===== src/rtl/dm_arbiter.sv =====
// Two-port (instruction fetch / execute) arbiter in front of a single-port memory.
// Define DM_ARB_RR_EN for round-robin arbitration; otherwise EX has fixed priority.
module dm_arbiter #(
  parameter int ADDR_W      = 16,
  parameter int DATA_W      = 32,
  parameter int WAIT_CYCLES = 1
) (
  input  logic              clk,
  input  logic              rst,
  input  logic              if_req_i,
  input  logic [ADDR_W-1:0] if_addr_i,
  output logic              if_ack_o,
  output logic [DATA_W-1:0] if_data_o,
  input  logic              ex_req_i,
  input  logic              ex_we_i,
  input  logic [ADDR_W-1:0] ex_addr_i,
  input  logic [DATA_W-1:0] ex_wdata_i,
  output logic              ex_ack_o,
  output logic [DATA_W-1:0] ex_rdata_o,
  output logic              mem_cs_o,
  output logic              mem_we_o,
  output logic [ADDR_W-1:0] mem_addr_o,
  output logic [DATA_W-1:0] mem_wdata_o,
  input  logic [DATA_W-1:0] mem_rdata_i,
  output logic              busy_o
);

  typedef enum logic [1:0] {
    IDLE,
    ACCESS,
    RESP
  } state_e;

  localparam logic [3:0] CNT_INIT = 4'(WAIT_CYCLES - 1);

  state_e              state_q, state_d;
  logic [3:0]          cnt_q, cnt_d;
  logic                gnt_ex_q, gnt_ex_d;
  logic                we_q, we_d;
  logic [ADDR_W-1:0]   addr_q, addr_d;
  logic [DATA_W-1:0]   wdata_q, wdata_d;
  logic [DATA_W-1:0]   if_data_q, if_data_d;
  logic [DATA_W-1:0]   ex_rdata_q, ex_rdata_d;
  logic                pick_ex;

`ifdef DM_ARB_RR_EN
  // last_ex_q = 1 when EX took the most recent grant; reset value lets EX win first.
  logic last_ex_q, last_ex_d;

  assign pick_ex = ex_req_i && (!if_req_i || !last_ex_q);

  always_ff @(posedge clk or posedge rst) begin
    if (rst) last_ex_q <= 1'b0;
    else     last_ex_q <= last_ex_d;
  end

  always_comb begin
    last_ex_d = last_ex_q;
    if (state_q == IDLE && (if_req_i || ex_req_i)) last_ex_d = pick_ex;
  end
`else
  assign pick_ex = ex_req_i;
`endif

  // NOTE: state registers use non-blocking assignments so every flop samples
  // the pre-edge values of the others; blocking here would create ordering races.
  // NOTE: the read-data holding registers are reset too, because every output
  // must read 0 while rst is high.
  always_ff @(posedge clk or posedge rst) begin
    if (rst) begin
      state_q    <= IDLE;
      cnt_q      <= '0;
      gnt_ex_q   <= 1'b0;
      we_q       <= 1'b0;
      addr_q     <= '0;
      wdata_q    <= '0;
      if_data_q  <= '0;
      ex_rdata_q <= '0;
    end else begin
      state_q    <= state_d;
      cnt_q      <= cnt_d;
      gnt_ex_q   <= gnt_ex_d;
      we_q       <= we_d;
      addr_q     <= addr_d;
      wdata_q    <= wdata_d;
      if_data_q  <= if_data_d;
      ex_rdata_q <= ex_rdata_d;
    end
  end

  // NOTE: every signal gets its hold value first, so no path leaves one
  // unassigned and no latch is inferred.
  always_comb begin
    state_d    = state_q;
    cnt_d      = cnt_q;
    gnt_ex_d   = gnt_ex_q;
    we_d       = we_q;
    addr_d     = addr_q;
    wdata_d    = wdata_q;
    if_data_d  = if_data_q;
    ex_rdata_d = ex_rdata_q;

    unique case (state_q)
      IDLE: begin
        if (if_req_i || ex_req_i) begin
          gnt_ex_d = pick_ex;
          we_d     = pick_ex && ex_we_i;
          addr_d   = pick_ex ? ex_addr_i : if_addr_i;
          wdata_d  = pick_ex ? ex_wdata_i : '0;
          cnt_d    = CNT_INIT;
          state_d  = ACCESS;
        end
      end
      ACCESS: begin
        if (cnt_q == 4'd0) begin
          if (!we_q) begin
            if (gnt_ex_q) ex_rdata_d = mem_rdata_i;
            else          if_data_d  = mem_rdata_i;
          end
          state_d = RESP;
        end else begin
          cnt_d = cnt_q - 4'd1;
        end
      end
      RESP:    state_d = IDLE;
      default: state_d = IDLE;
    endcase
  end

  assign mem_cs_o    = (state_q == ACCESS);
  assign mem_we_o    = (state_q == ACCESS) && we_q;
  assign mem_addr_o  = (state_q == ACCESS) ? addr_q  : '0;
  assign mem_wdata_o = (state_q == ACCESS) ? wdata_q : '0;
  assign if_ack_o    = (state_q == RESP) && !gnt_ex_q;
  assign ex_ack_o    = (state_q == RESP) &&  gnt_ex_q;
  assign if_data_o   = if_data_q;
  assign ex_rdata_o  = ex_rdata_q;
  assign busy_o      = (state_q != IDLE);

endmodule


===== config.mk =====
export PLATFORM = sky130hd
export DESIGN_NAME = dm_arbiter
export DESIGN_NICKNAME = d
export VERILOG_FILES = /design/src/rtl/dm_arbiter.sv
export SDC_FILE = /design/constraint.sdc
export NUM_CORES = 1
export LEC_CHECK = 0
export BUFFER_PORTS_ARGS = -buffer_cell sky130_fd_sc_hd__buf_2
export CAP_MARGIN = 30
export CORE_ASPECT_RATIO = 0.75
export CORE_UTILIZATION = 43
export DETAILED_ROUTE_END_ITERATION = 7
export GPL_TIMING_DRIVEN = 0
export PLACE_DENSITY = 0.81
export SYNTH_ARGS = -nofsm -noshare
export SYNTH_HDL_FRONTEND = slang
export SYNTH_SLANG_ARGS = --single-unit

===== constraint.sdc =====
create_clock -name clk -period 3.7 [get_ports clk]
set_clock_uncertainty 0.05 [all_clocks]
set_input_delay 0.555 -clock clk [delete_from_list [all_inputs] [get_ports clk]]
set_output_delay 0.555 -clock clk [all_outputs]
set_load 0.1 [all_outputs]

; ---- After elaboration in Yosys (flattened, before gate mapping)
; Cells that the tools add are included.
; Widths: inputs -> output; s select.
[word_totals]
inputBits = 101
out_inout_bits = 117
reg_bits = 120
word_cells = 41
[classes]
n_reduce_logical = 15
n_bitwise = 2
muxes = 10
add_sub_neg = 1
n_eq_ne = 5
[op_table]
columns = op, count
row1 = $mux 32, 2
row2 = $mux 16, 2
row3 = $mux 4, 2
row4 = $pmux 4 s2, 1
row5 = $reduce_and 4->1, 2
row6 = $logic_and 1x1->1, 4
row7 = $logic_not 4->1, 1
row8 = $mux 2, 2
row9 = $ne 2x2->1 const B, 2
row10 = $pmux 2 s2, 1
row11 = $reduce_and 2->1, 2
row12 = $reduce_bool 2->1, 2
row13 = $sub 4x1->4 const B, 1
row14 = $reduce_and 3->1, 1
row15 = $eq 2x1->1 const B, 1
row16 = $eq 2x2->1 const B, 1
row17 = $logic_not 2->1, 1
row18 = $ne 2x1->1 const B, 1
row19 = $not 1->1, 2
row20 = $logic_not 1->1, 1
row21 = $logic_or 1x1->1, 1

; ---- Depth between registers and ports, before layout
[depth]
ltp_word = 3
ltp_mapped = 6
mapped_depth_nobuf = 5

; ---- Least setup slack after synthesis
; OpenSTA, ideal clock, no wires.
[synth_path]
path_kind = register to output
startpoint = reg state_q[1]
endpoint = out mem_wdata_o[20]
n_path_buf = 1
required_time_ns = 3.095
path_stages_with_launch = 5
setup_slack_ns = 0.444
arrival_time_ns = 2.651
path_cell_list = dfrtp_1 nand2b_1 inv_1 clkbuf_1 and2_1
[synth_between]
elab_chain_len = 2
[synth_lines]
columns = element, line
row1 = from (decl), 36  ; state_e state_q, state_d;
row2 = from (signal assigned), 80  ; state_q <= state_d;
row3 = $eq 2x1->1, -
row4 = via mem_cs_o, 20  ; output logic mem_cs_o,
row5 = $mux 32, 133  ; assign mem_wdata_o = (state_q == ACCESS) ? wdata_q : '0;
row6 = to (decl), 23  ; output logic [DATA_W-1:0] mem_wdata_o,
; The timed path passes the listed nets, and every way through them passes these cells.

; ---- Worst setup path in the final report
[layout_path]
startpoint = reg state_q[1]
endpoint = out mem_wdata_o[26]
[layout_between]
elab_chain_len = 2
[layout_lines]
columns = element, line
row1 = $eq 2x1->1, 133
row2 = $mux 32, 133
; No other way between the ends.

==> impl_metrics.tcl <==
set metrics [dict create \
    rows 33 \
    worstHoldPathType "input port to async pin" \
    die_h_um 95.4 \
    setup_viol 0 \
    place_hpwl_um 9400 \
    critical_path.endpoint_type "output port" \
    slowest_stage "buf_2" \
    reg2regPathDepth 6 \
    viasPerCell 5.05 \
    antenna_found_initial 0 \
    cts_root_buffer "clkbuf_16" \
    worstPathArrival_ns 2.35 \
    portBuffers 216 \
    grt_pass1_wl_um 19800 \
    wirelength_um 12400 \
    track_usage_pct 21.3 \
    numCtsBuffers 17 \
    num_antenna_cells 0 \
    path_cells "nand2b_1 -> inv_1 -> clkbuf_1 -> and2_1 -> buf_2" \
    clk_pin_slew_ns 0.05 \
    yosysWarnings 0 \
    fill_cells 894 \
    ys_ff_latch 120 \
    synthTopCellsByCount "120 x dfrtp_1, 62 x mux2_2, 50 x and2_1" \
    drive_gt1_share_pct 52.5 \
    routed-via-count 3841 \
    tightest_slew_ns 0.708 \
    synth_edf_count 0 \
    rsz0062_at_grt "false" \
    drc_errors 0 \
    period_needed_ns 2.95 \
    die_area_mm2 0.0121 \
    synthDistinctLibCells 35 \
    syn_area_per_cell_um2 13.5 \
    grt_pass1_vias 3938 \
    grt_max_degree 47 \
    critPathLaunch "state_q[1]" \
    critical_path.max_stage_delay_ns 0.42 \
    rrSetupSlack_ns 1.26 \
    synth_top_cell_by_area "dfrtp_1" \
    synth.most_common_cell "dfrtp_1" \
    synth_flop_cell "dfrtp_1" \
    preCtsSetupSlack_ns 1.19 \
    die_w_um 126 \
    synth_cells 371 \
    period_share_pct 79.8 \
    status "finished clean" \
    cts_tree "built" \
    place_congestion 0.799 \
    ant_nets 0 \
    worstReg2RegStart "cnt_q[0]" \
    drv_cap 0 \
    ioPinCount 218 \
    rr_endpoint "if_data_o[13]" \
    core_area_mm2 0.0111 \
    drt-initial-drc-count 213 \
    maxSlewViolCount 0 \
    endpoint "mem_wdata_o[26]" \
    clk_latency_ns 0.39 \
    grt_overflow 0 \
    synth_fp_nets 474 \
    finalHoldViolCount 0 \
    synth_top_cell_area_share_pct 60.1 \
    cts.path.max_buffers 2 \
    crit_required_ns 3.09 \
    fin_nets 711 \
    cts.sink_count 120 \
    start_util_pct 45.0 \
    synth.area.top_cells "dfrtp_1 60%, mux2_2 14%, and2_1 6.3%" \
    setup_tns_ns 0 \
    slew_headroom_pct 52.7 \
    fin_hold_ws_ns 0.224 \
    htreeDepth 4 \
    path_max_fanout 10 \
    cts_resized 0 \
    fmax_mhz 339 \
    areaGrowthSynthToFinish_pct 38.8 \
    synthArstFlopShare_pct 100 \
    wl_per_cell_um 16.3 \
    ys_seq_area_share_pct 60.1 \
    post_cts_buffers 0 \
    crit_type "flip-flop to output port" \
    dr.pass1.iters 4 \
    syn_area_mm2 0.00500 \
    postCtsHoldBufs 0 \
    start_kind "flip-flop" \
    fin_ws_ns 0.748 \
]
metal layers:
metal | up-vias | wire (µm) | global-route usage [%]
li1 | 1799 | - | -
met1 | 1911 | 5550 | 27.9
met2 | 119 | 6190 | 35.1
met3 | 12 | 550 | 4.15
met4 | 0 | 144 | 8.73
met5 | - | 0 | 0
how the worst min path moves through the flow:
stage | endpoint | cells past startpoint | slack [ns] | start
floorplan | wdata_q[0] | 1 | 0.41 | wdata_q[0]
global placement | if_data_o[25] | 1 | 0.42 | if_data_o[25]
detailed placement | if_data_o[24] | 1 | 0.43 | if_data_o[24]
CTS | addr_q[7] | 2 | 0.23 | rst
global route | addr_q[12] | 2 | 0.28 | rst
finish | addr_q[8] | 2 | 0.22 | rst
layout make-up:
type                            instances  area, µm²  share of cell area [%]
Tap cell                              140        175                    2.53
Timing Repair Buffer                  218       1120                    16.2
Buffer                                 24        118                    1.70
Clock buffer                           21        470                    6.78
Inverter                                5       22.5                   0.325
Multi-Input combinational cell        222       1860                    26.8
Clock inverter                         11        170                    2.45
Sequential cell                       120       3000                    43.3
registers in the layout (all words and copies together) (netlist names):
register,flops
addr_q,16
cnt_q,4
ex_rdata_o,32
gnt_ex_q,1
if_data_o,32
state_q,2
wdata_q,32
we_q,1
kinds of logic (layout without fill, tap and decap cells):
kind of cell,Yosys count,after routing,share of synthesized area [%]
adders and majority gates,2,2,0.501
buffers and inverters,29,279,2.73
AOI/OAI and AO/OA,73,73,10.1
DFF,120,120,60.1
and+or+nand+nor,67,67,8.89
muxes,80,80,17.6
placed cells by master (no fill, tap or decap), types with 3 or more instances in the layout:
master,count
a22o_1,33
and2_1,50
mux2_2,62
o21ai_0,33
clkbuf_1,17
clkbuf_8,3
inv_1,3
buf_6,3
dfrtp_1,120
mux2i_1,16
buf_2,220
clkbuf_16,17
clkinvlp_4,4
bufinv_16,4
nor2_1,3
worst max-delay path: cells and delay by family (launching register included):
family                 cells  cell delay, ns
buffers and inverters      3            1.06
flip-flops                 1            0.41
AND/OR/NAND/NOR            2            0.48
through the flow:
stage / instance area (µm²) / utilization [%] / std cells
4_1_cts: 6940 / 62.5 / 761
6_report: 6940 / 62.5 / 761
5_1_grt: 6940 / 62.5 / 761
2_1_floorplan: 5000 / - / 371
3_5_place_dp: 6300 / 56.7 / 729
3_3_place_gp: 6260 / 56.3 / 727
Power is not shown: default switching activity piles up to over one toggle a cycle in this logic, so the estimate is an artifact.
